$ cat config.mk
export PLATFORM = sky130hd
export DESIGN_NAME = dmac_top
export DESIGN_NICKNAME = d
export VERILOG_FILES = /design/src/rtl/dmac_pkg.sv /design/src/rtl/dmac_desc_fifo.sv /design/src/rtl/dmac_top.sv
export SDC_FILE = /design/constraint.sdc
export NUM_CORES = 1
export LEC_CHECK = 0
export CORE_UTILIZATION = 50
export DETAILED_ROUTE_END_ITERATION = 10
export PLACE_DENSITY = 0.76
export REMOVE_ABC_BUFFERS = 1
export SLEW_MARGIN = 10
export SYNTH_ARGS = -nofsm -noshare
export SYNTH_HDL_FRONTEND = slang
export SYNTH_SLANG_ARGS = --single-unit
$ cat constraint.sdc
create_clock -name clk -period 3.5 [get_ports clk]
set_clock_uncertainty 0.05 [all_clocks]
set_input_delay 0.7 -clock clk [delete_from_list [all_inputs] [get_ports clk]]
set_output_delay 0.7 -clock clk [all_outputs]
set_load 0.05 [all_outputs]
$ cat src/rtl/dmac_pkg.sv
// Shared definitions for the single-channel DMA controller.
//   - slave register addresses
//   - FSM state encoding
//   - descriptor record held in the descriptor FIFO
package dmac_pkg;

    localparam int AW = 16;   // word address width
    localparam int SW = 16;   // descriptor size field width

    localparam logic [15:0] REG_OPSTART = 16'h0;
    localparam logic [15:0] REG_INT     = 16'h1;
    localparam logic [15:0] REG_INT_EN  = 16'h2;
    localparam logic [15:0] REG_SRC     = 16'h3;
    localparam logic [15:0] REG_DST     = 16'h4;
    localparam logic [15:0] REG_SIZE    = 16'h5;
    localparam logic [15:0] REG_PUSH    = 16'h6;
    localparam logic [15:0] REG_OPMODE  = 16'h7;
    localparam logic [15:0] REG_STATUS  = 16'h8;
    localparam logic [15:0] REG_OPCLEAR = 16'h9;

    typedef enum logic [2:0] {
        ST_IDLE,
        ST_POP,
        ST_REQ,
        ST_READ,
        ST_LATCH,
        ST_WRITE,
        ST_NEXT,
        ST_DONE
    } state_t;

    typedef struct packed {
        logic [AW-1:0] src;
        logic [AW-1:0] dst;
        logic [SW-1:0] size;
    } desc_t;

endpackage

$ cat src/rtl/dmac_desc_fifo.sv
// Descriptor FIFO for the DMA controller.
// Ports:
//   clk, reset      : clock, synchronous active-high reset
//   i_push / i_din  : enqueue a descriptor (dropped when full)
//   i_pop           : dequeue the head (ignored when empty)
//   i_flush         : empty the FIFO; wins over push/pop
//   o_head          : current head descriptor
//   o_full, o_empty : occupancy flags
//   o_count         : number of stored entries
module dmac_desc_fifo
    import dmac_pkg::*;
#(
    parameter int DEPTH = 4,
    parameter int CW    = $clog2(DEPTH) + 1
) (
    input  logic          clk,
    input  logic          reset,
    input  logic          i_push,
    input  logic          i_pop,
    input  logic          i_flush,
    input  desc_t         i_din,
    output desc_t         o_head,
    output logic          o_full,
    output logic          o_empty,
    output logic [CW-1:0] o_count
);

    localparam int PW = $clog2(DEPTH);

    desc_t         r_mem [DEPTH];
    logic [PW-1:0] r_wptr;
    logic [PW-1:0] r_rptr;
    logic [CW-1:0] r_count;
    logic          w_do_push;
    logic          w_do_pop;

    assign o_full    = (r_count == CW'(DEPTH));
    assign o_empty   = (r_count == '0);
    assign o_count   = r_count;
    assign o_head    = r_mem[r_rptr];
    assign w_do_push = i_push & ~o_full;
    assign w_do_pop  = i_pop & ~o_empty;

    always_ff @(posedge clk) begin
        if (reset || i_flush) begin
            r_wptr  <= '0;
            r_rptr  <= '0;
            r_count <= '0;
        end else begin
            if (w_do_push) r_wptr <= r_wptr + 1'b1;
            if (w_do_pop)  r_rptr <= r_rptr + 1'b1;
            // simultaneous push and pop leaves the count unchanged
            r_count <= r_count + CW'(w_do_push) - CW'(w_do_pop);
        end
    end

    // storage needs no reset: the pointers define which entries are live
    always_ff @(posedge clk) begin
        if (w_do_push && !reset && !i_flush) r_mem[r_wptr] <= i_din;
    end

endmodule

$ cat src/rtl/dmac_top.sv
// Single-channel DMA controller.
// Software stages descriptors through the slave port, pushes them into the
// descriptor FIFO and starts; the FSM copies each descriptor word by word
// (READ, LATCH, WRITE) over the master port and flags an interrupt once the
// FIFO has drained.
// Ports:
//   clk, reset          : clock, synchronous active-high reset
//   m_grant, m_din      : bus grant, read data (valid the cycle after READ)
//   m_req, m_wr         : bus request, write strobe
//   m_addr, m_dout      : master address / write data (0 outside READ/WRITE)
//   s_sel, s_wr, s_addr : slave select, write/read, register address
//   s_din, s_dout       : slave write data, combinational read data
//   s_interrupt         : int_pending & int_en
module dmac_top
    import dmac_pkg::*;
#(
    parameter int ADDR_W     = 16,
    parameter int DATA_W     = 32,
    parameter int DESC_DEPTH = 4
) (
    input  logic              clk,
    input  logic              reset,
    input  logic              m_grant,
    input  logic [DATA_W-1:0] m_din,
    input  logic              s_sel,
    input  logic              s_wr,
    input  logic [ADDR_W-1:0] s_addr,
    input  logic [DATA_W-1:0] s_din,
    output logic              m_req,
    output logic              m_wr,
    output logic [ADDR_W-1:0] m_addr,
    output logic [DATA_W-1:0] m_dout,
    output logic [DATA_W-1:0] s_dout,
    output logic              s_interrupt
);

    localparam int CW = $clog2(DESC_DEPTH) + 1;

    state_t            r_state;
    state_t            w_state_nxt;
    logic              r_int_pending;
    logic              r_int_en;
    logic [ADDR_W-1:0] r_src_stg;
    logic [ADDR_W-1:0] r_dst_stg;
    logic [SW-1:0]     r_size_stg;
    logic [1:0]        r_opmode;
    logic [ADDR_W-1:0] r_src;
    logic [ADDR_W-1:0] r_dst;
    logic [SW-1:0]     r_cnt;
    logic [DATA_W-1:0] r_data;
    logic              r_chain;

    logic              w_wr;
    logic              w_start;
    logic              w_clear;
    logic              w_push;
    logic              w_int_clr;
    logic              w_pop;
    logic              w_set_int;
    logic              w_busy;
    desc_t             w_head;
    desc_t             w_new_desc;
    logic              w_full;
    logic              w_empty;
    logic [CW-1:0]     w_count;
    logic              w_unused;

    assign w_wr       = s_sel & s_wr;
    assign w_start    = w_wr & (s_addr == REG_OPSTART) & s_din[0];
    assign w_clear    = w_wr & (s_addr == REG_OPCLEAR) & s_din[0];
    assign w_push     = w_wr & (s_addr == REG_PUSH)    & s_din[0];
    assign w_int_clr  = w_wr & (s_addr == REG_INT)     & s_din[0];
    assign w_busy     = (r_state != ST_IDLE);
    assign w_new_desc = '{src: r_src_stg, dst: r_dst_stg, size: r_size_stg};
    assign s_interrupt = r_int_pending & r_int_en;
    assign w_unused   = ^s_din[DATA_W-1:SW];

    dmac_desc_fifo #(.DEPTH(DESC_DEPTH), .CW(CW)) u_fifo (
        .clk     (clk),
        .reset   (reset),
        .i_push  (w_push),
        .i_pop   (w_pop),
        .i_flush (w_clear),
        .i_din   (w_new_desc),
        .o_head  (w_head),
        .o_full  (w_full),
        .o_empty (w_empty),
        .o_count (w_count)
    );

    always_comb begin
        w_state_nxt = r_state;
        m_req       = 1'b0;
        m_wr        = 1'b0;
        m_addr      = '0;
        m_dout      = '0;
        w_pop       = 1'b0;
        w_set_int   = 1'b0;
        case (r_state)
            ST_IDLE: begin
                if (w_start) begin
                    if (!w_empty) w_state_nxt = ST_POP;
                    else          w_set_int   = 1'b1;
                end
            end
            ST_POP: begin
                // keep the bus between chained descriptors
                m_req       = r_chain;
                w_pop       = 1'b1;
                w_state_nxt = ST_REQ;
            end
            ST_REQ: begin
                m_req = 1'b1;
                if (r_cnt == '0)  w_state_nxt = ST_NEXT;
                else if (m_grant) w_state_nxt = ST_READ;
            end
            ST_READ: begin
                m_req = 1'b1;
                if (m_grant) begin
                    m_addr      = r_src;
                    w_state_nxt = ST_LATCH;
                end
            end
            ST_LATCH: begin
                m_req = 1'b1;
                if (m_grant) w_state_nxt = ST_WRITE;
            end
            ST_WRITE: begin
                m_req = 1'b1;
                if (m_grant) begin
                    m_addr      = r_dst;
                    m_wr        = 1'b1;
                    m_dout      = r_data;
                    w_state_nxt = (r_cnt == SW'(1)) ? ST_NEXT : ST_READ;
                end
            end
            ST_NEXT: begin
                m_req       = 1'b1;
                w_state_nxt = w_empty ? ST_DONE : ST_POP;
            end
            ST_DONE: begin
                w_set_int   = 1'b1;
                w_state_nxt = ST_IDLE;
            end
            default: w_state_nxt = ST_IDLE;
        endcase
        if (w_clear) w_state_nxt = ST_IDLE;
    end

    always_ff @(posedge clk) begin
        if (reset) begin
            r_state       <= ST_IDLE;
            r_int_pending <= 1'b0;
            r_int_en      <= 1'b0;
            r_src_stg     <= '0;
            r_dst_stg     <= '0;
            r_size_stg    <= '0;
            r_opmode      <= '0;
            r_src         <= '0;
            r_dst         <= '0;
            r_cnt         <= '0;
            r_data        <= '0;
            r_chain       <= 1'b0;
        end else begin
            r_state <= w_state_nxt;
            r_chain <= (r_state == ST_NEXT);

            if (w_wr && s_addr == REG_INT_EN) r_int_en   <= s_din[0];
            if (w_wr && s_addr == REG_SRC)    r_src_stg  <= s_din[ADDR_W-1:0];
            if (w_wr && s_addr == REG_DST)    r_dst_stg  <= s_din[ADDR_W-1:0];
            if (w_wr && s_addr == REG_SIZE)   r_size_stg <= s_din[SW-1:0];
            if (w_wr && s_addr == REG_OPMODE) r_opmode   <= s_din[1:0];

            // a set in the same cycle as a software clear wins
            if (w_set_int)      r_int_pending <= 1'b1;
            else if (w_int_clr) r_int_pending <= 1'b0;

            if (r_state == ST_POP) begin
                r_src <= w_head.src;
                r_dst <= w_head.dst;
                r_cnt <= w_head.size;
            end
            if (r_state == ST_LATCH && m_grant) r_data <= m_din;
            if (r_state == ST_WRITE && m_grant) begin
                if (r_opmode[0]) r_src <= r_src + 1'b1;
                if (r_opmode[1]) r_dst <= r_dst + 1'b1;
                r_cnt <= r_cnt - 1'b1;
            end
        end
    end

    always_comb begin
        s_dout = '0;
        if (s_sel && !s_wr) begin
            case (s_addr)
                REG_OPSTART: s_dout[0]          = w_busy;
                REG_INT:     s_dout[0]          = r_int_pending;
                REG_INT_EN:  s_dout[0]          = r_int_en;
                REG_SRC:     s_dout[ADDR_W-1:0] = r_src_stg;
                REG_DST:     s_dout[ADDR_W-1:0] = r_dst_stg;
                REG_SIZE:    s_dout[SW-1:0]     = r_size_stg;
                REG_OPMODE:  s_dout[1:0]        = r_opmode;
                REG_STATUS:  s_dout[7:0]        = {4'(w_count), 2'b00, w_full, w_empty};
                default:     s_dout             = '0;
            endcase
        end
    end

endmodule

==> results of run 1 <==
[tightest hold or removal path, delay by kind of cell (launching register included)]
kind	cells	cell delay (ps)
AOI/OAI and AO/OA	1	50
DFF	1	300
and+or+nand+nor	1	50
[sequential cells by signal (all words and copies together), names as in the netlist, 16 cells and up, named ones only]
| name | flops |
|---|---|
| r_size_stg | 16 |
| r_src | 16 |
| r_dst_stg | 16 |
| u_fifo.r_mem | 192 |
| r_cnt | 16 |
| r_data | 32 |
| r_src_stg | 16 |
| r_dst | 16 |
[per-stage QoR]
step                power (uW)  setup slack (ps)  area [um2]  hold slack (ps)
floorplan                 4680              -600       14000              376
global placement          4930              -219       16600              387
detailed placement        4940              -213       16600              392
CTS                       8440             -8.98       17800              400
global route              8660             -19.6       17800              423
finish                    8410              82.9       17800              399
[report_power, final]
| group | switching (uW) | internal (uW) | total [uW] | leakage, uW |
|---|---|---|---|---|
| combinational | 334 | 223 | 557 | 0.00256 |
| sequential | 105 | 4220 | 4320 | 0.00295 |
| clock | 1480 | 2050 | 3530 | 0.000526 |
| total | 1920 | 6490 | 8410 | 0.00603 |
[cell type report]
class	count	share of cell area [%]
clock inverters	17	0.877
repair buffers	209	12.0
clock buffers	45	5.25
inverters	20	0.421
flip-flops and latches	337	48.6
multi-input cells	779	30.1
well taps	378	2.65
[synth_stat cells (3+ instances only)]
| cell type | n |
|---|---|
| nor3b_1 | 3 |
| buf_2 | 6 |
| nor2_1 | 96 |
| nor4_2 | 3 |
| mux2i_1 | 36 |
| a31oi_1 | 15 |
| a222oi_1 | 6 |
| nor4_1 | 14 |
| o21ai_0 | 36 |
| a22oi_1 | 20 |
| nand4_1 | 13 |
| dfxtp_1 | 145 |
| or4_1 | 4 |
| and3_1 | 10 |
| edfxtp_1 | 192 |
| ha_1 | 11 |
| buf_4 | 17 |
| mux4_2 | 48 |
| o31ai_1 | 6 |
| o211ai_1 | 3 |
| a221oi_1 | 4 |
| and2_1 | 36 |
| nand2b_1 | 3 |
| a211oi_1 | 4 |
| xnor2_1 | 3 |
| nor4b_1 | 3 |
| nand2_1 | 164 |
| nor3_1 | 25 |
| nand3_1 | 23 |
| a22o_1 | 14 |
| inv_1 | 19 |
| a21oi_1 | 106 |
| mux2_2 | 8 |
| a32oi_1 | 5 |
| or2_2 | 4 |
| nand3b_1 | 4 |
| clkbuf_1 | 52 |
| buf_1 | 5 |
| a311oi_1 | 3 |
[cells by family after synthesis]
logic type / count (synthesis) / share of synthesized area (%)
AND/OR/NAND/NOR: 419 / 14.1
AO/OA/AOI/OAI: 235 / 10.2
buffers and inverters: 103 / 3.30
flip-flops: 337 / 60.3
XOR/XNOR: 5 / 0.305
adder cells (fa/ha/maj): 12 / 1.10
other: 1 / 0.0261
multiplexers: 92 / 10.7
[what timing repair did]
action                     4_1_cts  5_1_grt
hold buffers                     0        0
resized for setup                8       19
pin swaps                        2        7
setup buffers                    1        2
setup endpoints to repair       10       16
[worst paths after layout]
kind         slack, ps  depth (start not counted)                      endpoint
max reg2reg        770                         10  u_fifo.o_count[2]$_SDFF_PP0_
min                400                          2       r_data[24]$_SDFFE_PP0P_
min reg2reg        400                          2       r_data[24]$_SDFFE_PP0P_
max                 80                          9                     s_dout[0]
[layer usage]
layer  part of all wire [%]  global-route usage (%)
met2                     49                    40.3
met5                      0                       0
met4                    2.8                    9.74
met3                    8.0                    4.07
met1                     40                    33.4
==> flow_summary_export.csv, run 1 <==
group,metric,value,unit
setup_path,crit_start,"s_addr[0]",
logic_synthesis,synth-seq-cells,337,
setup_path,cp-start-kind,"input port",
placed_design,io_buffers,135,
global_routing,grtUsageTotal,24.8,%
setup_path,worstPathRequired,2750,ps
run,max-cap-violations,0,
sta,hold_viol_final,0,
logic_synthesis,yosys_most_used_dff,"edfxtp_1",
clock_network,cts_inserted_buffers,34,
cells_and_area,final_common_cell,"edfxtp_1",
cells_and_area,final_cells,1785,
pwr,p_leak,0.00603,uW
global_routing,grt_pass1_vias,10200,
die,pin_count,168,
cells_and_area,fin_util,63.7,%
die,die-width,172,um
setup_path,worstReg2RegStart,"r_state[0]$_SDFFE_PP0P_",
sta,relSlewSlack,45.9,%
sta,tns,0,ps
cells_and_area,diodes,0,
setup_path,crit_fanout,7,
clock_network,clock-sinks,337,
global_routing,overflow,0,
sta,fin_crit,3420,ps
cells_and_area,fin_nets,1478,
setup_path,cp_slowest_cell,"clkdlybuf4s50_1",
logic_synthesis,synth.top_cells.by_area,"edfxtp_1 (40%), dfxtp_1 (20%), mux4_2 (7.5%), nand2_1 (4.3%), a21oi_1 (3.7%)",
route,drtIter0Drc,1006,
route,wl_per_cell,20.1,um
logic_synthesis,syn_avg_cell_area,11.9,um2
clock_network,cts_buffer_depth,3,
setup_path,crit_type,"input port to output pin",
clock_network,clk_pin_slew,60,ps
route,vias,10500,
sta,drv_slew,0,
logic_synthesis,async_reset_ff_share,0,%
clock_network,htreeDepth,2,
setup_path,crit_top_cell,"buf_4",
outcome,status,"finished clean",
cells_and_area,ff_latch_area,8670,um2
setup_path,worst_ep_arrival_time,2670,ps
setup_path,cp_num_buf_inv,6,
route,ant_nets,0,
logic_synthesis,ys_seq_area_share,60.3,%
sta,finalSetupViolations,0,
sta,worstMarginPinSlew,804,ps
setup_path,cp-end-kind,"output pin",
logic_synthesis,netlist_area,14400,um2
placed_design,place.gp.congestion,0.914,
setup_path,path_cells,"clkdlybuf4s50_1, buf_4, inv_1, nor3_4, buf_6, a222oi_1, a31oi_1, buf_4, buf_12",
logic_synthesis,yosys_warnings,0,
global_routing,grt_pass1_wl,55600,um
die,rows,61,
route,drc,0,
setup_path,crit_family,"buffers and inverters",
die,dieArea,29400,um2
logic_synthesis,synth.top_cell.area_share,40.1,%
cells_and_area,most-common-layout-cells,"edfxtp_1 (192), nand2_1 (164), dfxtp_1 (143)",
global_routing,antenna_found_initial,1,
cells_and_area,area_delta_synth_final,24.1,%
cells_and_area,fill_cells,2066,
cells_and_area,layout-drive-gt1-share,20.0,%
die,core_area,28000,um2
sta,fmax,293,MHz
logic_synthesis,syn-instance-count,1204,
route,via_per_inst,5.91,
clock_network,insertion_delay,530,ps
clock_network,cts-root-buf,"clkbuf_16",
setup_path,cp_slowest_stage_delay,640,ps
worst_hold_path,hp-start,"r_data[24]$_SDFFE_PP0P_",
cells_and_area,multiInputGateArea,5380,um2
logic_synthesis,yosys.cell_types.count,68,
global_routing,grt_start_max_net_pins,128,
sta,post-route-period-util,97.6,%
pwr,ir_drop,0.351,mV
die,initial_core_util,51.3,%
die,fp.dieH,172,um
placed_design,dp.cells,1720,
logic_synthesis,synth_edf_count,192,
worst_hold_path,hp-class,"flip-flop to flip-flop",
pwr,powerDensity,471,nW/um2
logic_synthesis,synth_top_area_cell,"edfxtp_1",
route,dr.pass1.iters,5,
route,finalWirelength,35900,um
placed_design,hpwl,23700,um
clock_network,cts_tree,"done",
Note: power is estimated with default switching activity, not from simulation.
==> inputs of run 2 (changes only) <==
--- a/config.mk
+++ b/config.mk
@@ -5,10 +5,12 @@
 export SDC_FILE = /design/constraint.sdc
 export NUM_CORES = 1
 export LEC_CHECK = 0
+export CORE_ASPECT_RATIO = 1.75
 export CORE_UTILIZATION = 50
 export DETAILED_ROUTE_END_ITERATION = 10
 export PLACE_DENSITY = 0.76
 export REMOVE_ABC_BUFFERS = 1
+export SETUP_SLACK_MARGIN = 0.15
 export SLEW_MARGIN = 10
 export SYNTH_ARGS = -nofsm -noshare
 export SYNTH_HDL_FRONTEND = slang
==> flow_summary_export.csv, run 2 (same netlist as run 1, synthesis figures left out) <==
group,metric,value,unit
setup_path,cp-start-kind,"input port",
clock_network,postCtsHoldBufs,0,
route,via_per_inst,5.98,
cells_and_area,most-common-layout-cells,"edfxtp_1 (192), nand2_1 (164), dfxtp_1 (143)",
die,pin_count,168,
cells_and_area,fill_cells,2044,
die,die-width,130,um
route,drc,0,
sta,finalSetupViolations,0,
sta,hold_viol_final,0,
run,max-cap-violations,0,
route,dr.pass1.iters,6,
clock_network,cts_tree,"done",
pwr,ir_drop,0.399,mV
setup_path,crit_start,"s_addr[2]",
clock_network,cts_inserted_buffers,28,
setup_path,worst_r2r_path_depth,10,
setup_path,r2r-end,"u_fifo.o_count[2]$_SDFF_PP0_",
placed_design,place.gp.congestion,0.897,
setup_path,crit_type,"input port to output pin",
cells_and_area,diodes,0,
sta,worstMarginPinSlew,941,ps
route,finalWirelength,37900,um
setup_path,crit_fanout,7,
setup_path,r2r_slack,770,ps
route,wl_per_cell,21.2,um
sta,tns,0,ps
sta,post-route-period-util,94.8,%
route,vias,10700,
global_routing,antenna_found_initial,0,
clock_network,cts_buffer_depth,3,
sta,drv_slew,0,
worst_hold_path,holdPathStages,2,
placed_design,io_buffers,135,
die,core_area,28100,um2
setup_path,worstReg2RegStart,"r_state[0]$_SDFFE_PP0P_",
die,rows,81,
sta,fmax,301,MHz
pwr,power,8300,uW
die,dieArea,29500,um2
cells_and_area,regMostFlops,"u_fifo.r_mem",
setup_path,crit_end,"s_dout[2]",
sta,whs,401,ps
cells_and_area,final_common_cell,"edfxtp_1",
global_routing,grt_pass1_wl,57300,um
global_routing,grt_pass1_vias,10500,
worst_hold_path,hp-class,"flip-flop to flip-flop",
cells_and_area,fin_nets,1491,
global_routing,grt_start_max_net_pins,128,
route,ant_nets,0,
cells_and_area,area_delta_synth_final,24.9,%
sta,rsz0062_at_grt,"no",
clock_network,htreeDepth,1,
pwr,p_leak,0.00607,uW
global_routing,grtUsageTotal,26.0,%
setup_path,cp-end-kind,"output pin",
setup_path,cp_slowest_cell,"a222oi_1",
setup_path,worst_ep_arrival_time,2570,ps
placed_design,hpwl,25200,um
sta,relSlewSlack,36.7,%
clock_network,insertion_delay,580,ps
setup_path,path_cells,"dlygate4sd2_1, buf_4, nand3b_4, nor3_4, buf_6, buf_12, a222oi_1, nor2_1, buf_4, buf_12",
die,fp.dieH,226,um
placed_design,placed_area,16700,um2
pwr,powerDensity,462,nW/um2
setup_path,worstPathRequired,2750,ps
cells_and_area,final_area,18000,um2
setup_path,cp_slowest_stage_delay,480,ps
cells_and_area,layout-drive-gt1-share,21.7,%
die,initial_core_util,51.2,%
sta,fin_crit,3320,ps
global_routing,overflow,0,
clock_network,cts-root-buf,"clkbuf_16",
route,drtIter0Drc,1023,
outcome,status,"finished clean",
clock_network,clock-sinks,337,
cells_and_area,largestRegisters,"u_fifo.r_mem x192, r_data x32",
cells_and_area,largest_reg_flops,192,
clock_network,clk_pin_slew,60,ps
-- run 2: cell types whose count changed in the layout (fill, tap and decap cells not counted), sizes merged, moves of 4 or more --
cell / previous run / this run
buf: 140 / 159
bufinv: 2 / 7
clkbuf: 45 / 39
clkdlybuf4s15: 0 / 4
clkdlybuf4s50: 59 / 53
dlymetal6s2s: 9 / 1
-- run 2: layer usage --
metal  wire length [um]  vias up  part of all wire, %  track usage [%]
met1              13400     5201                   35             29.1
met2              20500      536                   54             47.8
met4               1730        0                  4.6             13.8
li1                   -     4842                    -                -
met3               2250      113                  5.9             2.74
met5                  0        -                    0                0
-- run 2: critical path, delay by kind of cell --
| kind | cells | cell delay, ps |
|---|---|---|
| buf+inv | 6 | 1050 |
| compound gates | 1 | 480 |
| simple gates | 3 | 340 |
-- run 2: layout make-up --
type	instances	area, um2	area share (%)
repair buffers	228	2310	12.9
inverters	20	75.1	0.418
clock buffers	31	712	3.97
well taps	373	467	2.60
clock inverters	21	299	1.67
flip-flops and latches	337	8670	48.3
multi-input cells	779	5410	30.1
-- run 2: worst min-delay path by stage --
| stage | startpoint | to | slack [ps] |
|---|---|---|---|
| 2_1_floorplan | r_data[0]$_SDFFE_PP0P_ | r_data[0]$_SDFFE_PP0P_ | 380 |
| 5_1_grt | r_data[15]$_SDFFE_PP0P_ | r_data[15]$_SDFFE_PP0P_ | 420 |
| 4_1_cts | r_data[1]$_SDFFE_PP0P_ | r_data[1]$_SDFFE_PP0P_ | 400 |
| 3_3_place_gp | r_data[11]$_SDFFE_PP0P_ | r_data[11]$_SDFFE_PP0P_ | 390 |
| 3_5_place_dp | r_data[31]$_SDFFE_PP0P_ | r_data[31]$_SDFFE_PP0P_ | 390 |
| 6_report | r_data[19]$_SDFFE_PP0P_ | r_data[19]$_SDFFE_PP0P_ | 400 |
-- run 2: metrics by stage --
stage	setup WS (ps)	util (%)	cells
6_report	181	63.9	1789
5_1_grt	155	63.9	1789
4_1_cts	152	63.9	1787
3_5_place_dp	-348	59.4	1721
3_3_place_gp	-318	59.4	1721
2_1_floorplan	-600	-	1136
-- run 2: report_power, final --
group / leakage [uW] / switching [uW] / total (uW) / internal [uW]
Combinational: 0.00263 / 319 / 536 / 217
Sequential: 0.00295 / 112 / 4320 / 4210
Clock: 0.000491 / 1450 / 3440 / 2000
Total: 0.00607 / 1880 / 8300 / 6420
-- run 2: what timing repair did --
| action | in CTS | in global routing |
|---|---|---|
| buffers inserted | 12 | 2 |
| pin swaps | 12 | 14 |
| cloned | 2 | 0 |
| setup endpoints to repair | 16 | 16 |
| gates resized for setup | 41 | 22 |
==> inputs of run 3 (changes only) <==
--- a/config.mk
+++ b/config.mk
@@ -15,3 +15,4 @@
 export SYNTH_ARGS = -nofsm -noshare
 export SYNTH_HDL_FRONTEND = slang
 export SYNTH_SLANG_ARGS = --single-unit
+export TNS_END_PERCENT = 50
==> results of run 3 <==
The final DEF is identical to that of run 2; final timing and power are the same.
